===== src/rtl/turn_countdown.sv =====
// turn_countdown: per-turn countdown timer driven by a once-per-second tick.
// Counts TURN_SECONDS down to zero, keeping a binary count and a lockstep
// BCD digit pair for the display. It pulses `timeout` once on expiry and
// holds `expired` until the next start or stop.
module turn_countdown #(
  parameter int TURN_SECONDS = 15
) (
  input  logic       clk,
  input  logic       rst,
  input  logic       tick,
  input  logic       start,
  input  logic       stop,
  input  logic       hold,
  output logic [6:0] seconds_left,
  output logic [3:0] tens,
  output logic [3:0] ones,
  output logic       running,
  output logic       expired,
  output logic       timeout
);

  // Reject an out-of-range turn length at elaboration.
  if (TURN_SECONDS < 1 || TURN_SECONDS > 99) begin : g_bad_turn_seconds
    $error("turn_countdown: TURN_SECONDS must be in 1..99");
  end

  localparam logic [6:0] SEC_INIT  = 7'(TURN_SECONDS);
  localparam logic [3:0] TENS_INIT = 4'(TURN_SECONDS / 10);
  localparam logic [3:0] ONES_INIT = 4'(TURN_SECONDS % 10);

  typedef enum logic [1:0] {
    S_IDLE    = 2'd0,
    S_RUN     = 2'd1,
    S_PAUSED  = 2'd2,
    S_EXPIRED = 2'd3
  } state_t;

  state_t state;
  logic   tick_q;
  logic   tick_rise;

  // A held-high tick produces a single rising edge, so it counts only once.
  assign tick_rise = tick & ~tick_q;

  // Delay the tick by one cycle for edge detection.
  // NOTE: every register is written with <= so all flops in the block
  // update together from the values sampled before the edge.
  always_ff @(posedge clk) begin
    if (rst) tick_q <= 1'b0;
    else     tick_q <= tick;
  end

  // Turn FSM with its registered count, BCD digits and status flags.
  // NOTE: reset is synchronous and reaches every register here, so the
  // first edge with rst high forces IDLE and a reload over all other inputs.
  always_ff @(posedge clk) begin
    if (rst) begin
      state        <= S_IDLE;
      seconds_left <= SEC_INIT;
      tens         <= TENS_INIT;
      ones         <= ONES_INIT;
      running      <= 1'b0;
      expired      <= 1'b0;
      timeout      <= 1'b0;
    end else begin
      // The expiry pulse lasts a single cycle unless re-asserted below.
      timeout <= 1'b0;

      if (stop) begin
        state        <= S_IDLE;
        seconds_left <= SEC_INIT;
        tens         <= TENS_INIT;
        ones         <= ONES_INIT;
        running      <= 1'b0;
        expired      <= 1'b0;
      end else if (start) begin
        // Begin or restart a turn from any state; a coincident tick is lost.
        state        <= S_RUN;
        seconds_left <= SEC_INIT;
        tens         <= TENS_INIT;
        ones         <= ONES_INIT;
        running      <= 1'b1;
        expired      <= 1'b0;
      end else begin
        unique case (state)
          S_IDLE: begin
            // Waiting for a start; ticks are ignored and the count stays loaded.
          end

          S_RUN: begin
            if (hold) begin
              // Pausing takes precedence over a tick on the same edge.
              state   <= S_PAUSED;
              running <= 1'b0;
            end else if (tick_rise) begin
              if (seconds_left == 7'd1) begin
                seconds_left <= 7'd0;
                tens         <= 4'd0;
                ones         <= 4'd0;
                state        <= S_EXPIRED;
                running      <= 1'b0;
                expired      <= 1'b1;
                timeout      <= 1'b1;
              end else begin
                seconds_left <= seconds_left - 7'd1;
                // Digits count down in lockstep: ones wraps 0 -> 9 and
                // borrows from tens.
                if (ones == 4'd0) begin
                  ones <= 4'd9;
                  tens <= tens - 4'd1;
                end else begin
                  ones <= ones - 4'd1;
                end
              end
            end
          end

          S_PAUSED: begin
            // Ticks arriving while paused are dropped rather than queued.
            if (!hold) begin
              state   <= S_RUN;
              running <= 1'b1;
            end
          end

          S_EXPIRED: begin
            // The count holds at zero until start or stop.
          end

          default: begin
            state   <= S_IDLE;
            running <= 1'b0;
            expired <= 1'b0;
          end
        endcase
      end
    end
  end

endmodule


===== config.mk =====
export PLATFORM = sky130hd
export DESIGN_NAME = turn_countdown
export DESIGN_NICKNAME = d
export VERILOG_FILES = /design/src/rtl/turn_countdown.sv
export SDC_FILE = /design/constraint.sdc
export NUM_CORES = 1
export LEC_CHECK = 0
export CAP_MARGIN = 20
export CELL_PAD_IN_SITES_DETAIL_PLACEMENT = 0
export CELL_PAD_IN_SITES_GLOBAL_PLACEMENT = 1
export CORE_MARGIN = 2
export CORE_UTILIZATION = 36
export CTS_CLUSTER_SIZE = 28
export DETAILED_ROUTE_END_ITERATION = 7
export GPL_TIMING_DRIVEN = 0
export PLACE_DENSITY = 0.76
export SYNTH_ARGS = -nofsm -noshare
export SYNTH_HDL_FRONTEND = slang
export SYNTH_SLANG_ARGS = --single-unit

===== constraint.sdc =====
create_clock -name clk -period 2.3 [get_ports clk]
set_clock_uncertainty 0.05 [all_clocks]
set_input_delay 0.23 -clock clk [delete_from_list [all_inputs] [get_ports clk]]
set_output_delay 0.23 -clock clk [all_outputs]
set_load 0.1 [all_outputs]

==> impl_metrics.ini, run 1 <==
[global_route]
grt_use_total = 0.166
grt_pass1_vias = 900
grt_max_degree = 13
grt.overflow.total = 0
antenna_found_initial = 0
grt_pass1_wl_mm = 4.23

[worst_hold_path]
hp-start = tick
hold_end = tick_q
hold_class = primary input to register
hold_path_depth = 2

[critical_path]
crit_path_top_delay_cell = clkdlybuf4s50_1
path_depth = 1
cp_top_family = buffers and inverters
worst-path-buf-inv = 1
crit_fanout = 5
r2r_end = ones[2]
reg2reg_slack_ns = 0.49
crit_type = register to primary output
worstPathCellList = clkdlybuf4s50_1
crit_required_ns = 2.02
critPathLaunchType = register
reg2reg_from = seconds_left[0]
r2r_cells = 5
arrival_ns = 1.96
critPathCaptureType = primary output
slowest_delay_ns = 1.17

[drt]
wl_mm = 2.56
first_pass_iters = 4
drt_iter0_drc = 38
dr_total_vias = 992
avgViaCountPerCell = 5.57
wire_per_inst_um = 14.4
drcViolationCount = 0
antenna_left = 0

[cells_and_area]
final_common_cell = clkdlybuf4s50_1
most-common-layout-cells = clkdlybuf4s50_1 (22), dfxtp_1 (19), nor2_1 (10)
utilization = 0.490
drive_above_1_share = 0.0884
n_fill_cell = 280
area_growth_pct = 29.0
antennaDiodeCount = 0
nNetsFinal = 159

[sta]
final.setup.tns_ns = 0
slew_violations = 0
hold_violations = 0
fmax_ghz = 0.447
finalSetupViolCount = 0
rsz0062_at_grt = no
layout_min_cycle_time_ns = 2.24
post-route-period-util = 0.972
tightest_slew_ns = 0.971
slew-limit-headroom = 0.350

[floorplanning]
die_x_um = 58.2
core_area_um2 = 2780
initial_core_util = 0.380
die_h_um = 58.2
rows = 19
io_pins = 24
dieArea_um2 = 3380

[synth]
synth_cell_type_count = 38
netlist.area_leader.share = 0.398
synth-seq-cells = 21
yosysWarnings = 0
synth_area_um2 = 1060
yosys.area.top_type = dfxtp_1
netlist_instances = 119
ys_seq_area_frac = 0.398
syn_avg_cell_area_um2 = 8.87
synth_fp_nets = 130
synth_area_leaders = dfxtp_1 (40%), ha_1 (5.9%), nor4b_4 (4.5%), a21oi_1 (3.8%), o21ai_0 (3.8%)

[power]
p_clk_frac = 0.313
switching_power_mw = 0.153
p_seq_frac = 0.613
switching_share = 0.255
p_int_mw = 0.449
pwr-share-comb = 0.074
p_total_mw = 0.602
ir_drop_mv = 0.446
cellLeakagePower_nw = 0.497
powerDensity_nw_per_um2 = 442

[placement]
routabilityCongestion = 0.763
hpwl_mm = 1.82
port_buffers = 23

[clock_network]
clock_sinks = 21
cts_buffers = 3
htreeDepth = 1
clk_latency_ns = 0.32
cts_tree = built
max-clock-path-buffers = 2
clock-root-buffer = clkbuf_4
clk_pin_slew_ns = 0.13

[outcome]
status = finished clean

[flow_run]
drv_cap = 0
[synth_stat cells]
cell and instances:
a21oi_1 8, a221o_1 2, a22oi_1 1, a311oi_1 1, a31o_1 1, a31oi_1 1
and2_4 1, and2b_1 1, and4_1 1, clkbuf_1 2, dfxtp_1 21, ha_1 5
inv_1 7, inv_2 1, maj3_1 1, nand2_1 9, nand2_2 1, nand3_1 3
nand3b_1 1, nand4b_2 1, nor2_1 10, nor2b_1 2, nor3_1 6, nor3b_1 2
nor4_1 1, nor4b_4 2, o211ai_1 5, o21a_1 1, o21ai_0 8, o21ai_1 1
o221ai_1 1, o311ai_1 1, o31ai_1 1, o41ai_1 2, or2_1 1, or3_1 2
or3b_1 1, or4_1 3
[worst max path at each step]
stage / slack (ns) / startpoint / end
2_1_floorplan: 0.06 / ones[0] / ones[3]
3_3_place_gp: 0.14 / rst / ones[0]
3_5_place_dp: 0.09 / rst / ones[0]
4_1_cts: 0.03 / seconds_left[4] / seconds_left[4]
5_1_grt: 0.01 / seconds_left[5] / seconds_left[5]
6_report: 0.06 / seconds_left[5] / seconds_left[5]
[metrics by stage]
step                      instance area (um^2)  setup WS [ns]  instances  hold WS [ns]
after floorplan                           1060         0.0631        119         0.252
final                                     1360         0.0639        178         0.422
after CTS                                 1360         0.0336        177         0.418
after global routing                      1360         0.0135        178         0.453
after detailed placement                  1330         0.0927        173         0.416
after global placement                    1330          0.143        173         0.406
[sequential cells by signal (all words and copies together) (netlist names)]
| signal | flops |
|---|---|
| expired | 1 |
| ones | 4 |
| running | 1 |
| seconds_left | 7 |
| state | 2 |
| tens | 4 |
| tick_q | 1 |
| timeout | 1 |
[area by class of cell]
| class | instances | area [um^2] | area share |
|---|---|---|---|
| multi-input combinational | 88 | 598 | 0.439 |
| sequential | 21 | 423 | 0.310 |
| timing repair buffer | 24 | 238 | 0.174 |
| tap | 31 | 38.8 | 0.0285 |
| inverter | 8 | 30.0 | 0.0220 |
| clock buffer | 3 | 22.5 | 0.0165 |
| buffer | 2 | 7.51 | 0.00551 |
| clock inverter | 1 | 5.00 | 0.00367 |
[power by group through the flow]
| stage | Sequential [mW] | Combinational (mW) | Clock (mW) |
|---|---|---|---|
| after floorplan | 0.385 | 0.0170 | 0 |
| after detailed placement | 0.377 | 0.0441 | 0 |
| final | 0.369 | 0.0445 | 0.189 |
| after CTS | 0.369 | 0.0442 | 0.197 |
| after global routing | 0.370 | 0.0482 | 0.207 |
| after global placement | 0.377 | 0.0435 | 0 |
[logic make-up after synthesis]
group / count (synthesis) / synth area share
compound gates: 34 / 0.212
buf+inv: 10 / 0.0355
fa+ha+maj: 6 / 0.0687
flops: 21 / 0.398
simple gates: 48 / 0.286
[routing by layer]
metal / track usage / vias up / share of wire
met1: 0.215 / 457 / 0.48
met3: 0.0469 / 2 / 0.051
met5: 0 / - / 0
met2: 0.265 / 32 / 0.46
li1: - / 501 / -
met4: 0.0565 / 0 / 0.0062
[what timing repair did]
action,4_1_cts,5_1_grt
gates resized for setup,0,1
buffers inserted,0,0
hold buffers,0,0
setup endpoints to repair,0,1
Power figures use the tool's default switching activity.
==> run 2: changes to the inputs <==
Settings changed: SETUP_SLACK_MARGIN from default to 0.1.
==> run 2 against run 1 <==
Effect of this change:
- sequential power about the same
- cell count unchanged
- non-clock buffer count unchanged
- critical path type unchanged
- critical endpoint is now seconds_left[3]
==> impl_metrics.ini, run 2 (synthesis gave the netlist of run 1 again) <==
[clock_network]
htreeDepth = 1
clk_pin_slew_ns = 0.13
clock_sinks = 21
max-clock-path-buffers = 2
cts_buffers = 3
clk_latency_ns = 0.31
clock-root-buffer = clkbuf_4
cts_tree = built

[sta]
final.setup.tns_ns = 0
layout_min_cycle_time_ns = 2.13
fin_ws_ns = 0.170
tightest_slew_ns = 0.971
fmax_ghz = 0.470
slew-limit-headroom = 0.352
finalSetupViolCount = 0
slew_violations = 0
hold_violations = 0
rsz0062_at_grt = no
post-route-period-util = 0.926

[worst_hold_path]
hold_class = register to register

[critical_path]
cp_top_family = buffers and inverters
crit_required_ns = 2.02
slowest_delay_ns = 1.15
crit_path_top_delay_cell = clkdlybuf4s50_1
worst-path-buf-inv = 1
crit_type = register to primary output
arrival_ns = 1.85
critPathCaptureType = primary output
worstPathCellList = clkdlybuf4s50_1
crit_fanout = 4
critPathLaunchType = register

[placement]
hpwl_mm = 1.87
port_buffers = 23
post-place-ws_ns = 0.0815
routabilityCongestion = 0.766
placedCellCount = 173

[global_route]
grt_use_total = 0.170
grt_pass1_vias = 914
grt.overflow.total = 0
grt_pass1_wl_mm = 4.35
grt_max_degree = 13
antenna_found_initial = 0

[floorplanning]
dieArea_um2 = 3380
io_pins = 24
core_area_um2 = 2780
die_h_um = 58.2
die_x_um = 58.2
rows = 19
initial_core_util = 0.380

[cells_and_area]
instances_no_fill = 178
largest_register_ff_count = 7
antennaDiodeCount = 0
final_common_cell = dfxtp_1
utilization = 0.495
reg_top3 = seconds_left (7), ones (4), tens (4)
nNetsFinal = 159
most-common-layout-cells = dfxtp_1 (18), clkdlybuf4s50_1 (12), nor2_1 (10)
drive_above_1_share = 0.0952
area_growth_pct = 30.5
top_register = seconds_left

[power]
cellLeakagePower_nw = 0.577
ir_drop_mv = 0.260
powerDensity_nw_per_um2 = 434

[drt]
wl_mm = 2.61
first_pass_iters = 4
antenna_left = 0
wire_per_inst_um = 14.6
drt_iter0_drc = 50
avgViaCountPerCell = 5.67
drcViolationCount = 0
dr_total_vias = 1010

[outcome]
status = finished clean

[flow_run]
drv_cap = 0
==> run 2: per-stage QoR <==
| step | hold slack [ns] | instance area [um^2] | power (mW) |
|---|---|---|---|
| 5_1_grt | 0.474 | 1380 | 0.628 |
| 6_report | 0.441 | 1380 | 0.598 |
| 3_3_place_gp | 0.405 | 1330 | 0.421 |
| 3_5_place_dp | 0.411 | 1330 | 0.421 |
| 4_1_cts | 0.447 | 1350 | 0.600 |
| 2_1_floorplan | 0.252 | 1060 | 0.402 |
==> run 2: final timing paths <==
path / from / end / slack [ns] / cells after the start
max: seconds_left[3] / seconds_left[3] / 0.17 / 1
min: ones[1] / ones[1] / 0.44 / 2
max reg2reg: seconds_left[1] / ones[2] / 0.48 / 6
min reg2reg: ones[1] / ones[1] / 0.44 / 2
==> run 2: area by class of cell <==
class	count	area (um^2)
clock inverter	1	5.00
multi-input combinational	88	598
tap	31	38.8
fill	277	1400
clock buffer	3	22.5
buffer	2	7.51
inverter	8	30.0
sequential	21	424
timing repair buffer	24	251
==> run 2: metal layers <==
layer	up-vias	global-route usage	share of wire
met5	-	0	0
met3	4	0.0313	0.048
li1	503	-	-
met4	0	0.0598	0.011
met1	478	0.236	0.47
met2	25	0.265	0.47
==> run 2: where the power goes <==
| part | total [mW] | internal [mW] | switching, mW |
|---|---|---|---|
| clock | 0.185 | 0.0649 | 0.120 |
| sequential | 0.369 | 0.367 | 0.00248 |
| combinational | 0.0445 | 0.0171 | 0.0273 |
==> run 2: what timing repair did <==
action / 4_1_cts / 5_1_grt
hold buffers: 0 / 0
endpoints found under the setup margin: 3 / 8
resized for setup: 3 / 8
buffers inserted: 0 / 0
==> run 3: changes to the inputs <==
Settings changed: CTS_CLUSTER_SIZE 28 to 20.
==> results of run 3 <==
Same layout as run 2: the final DEF is identical, and so are final timing and power.
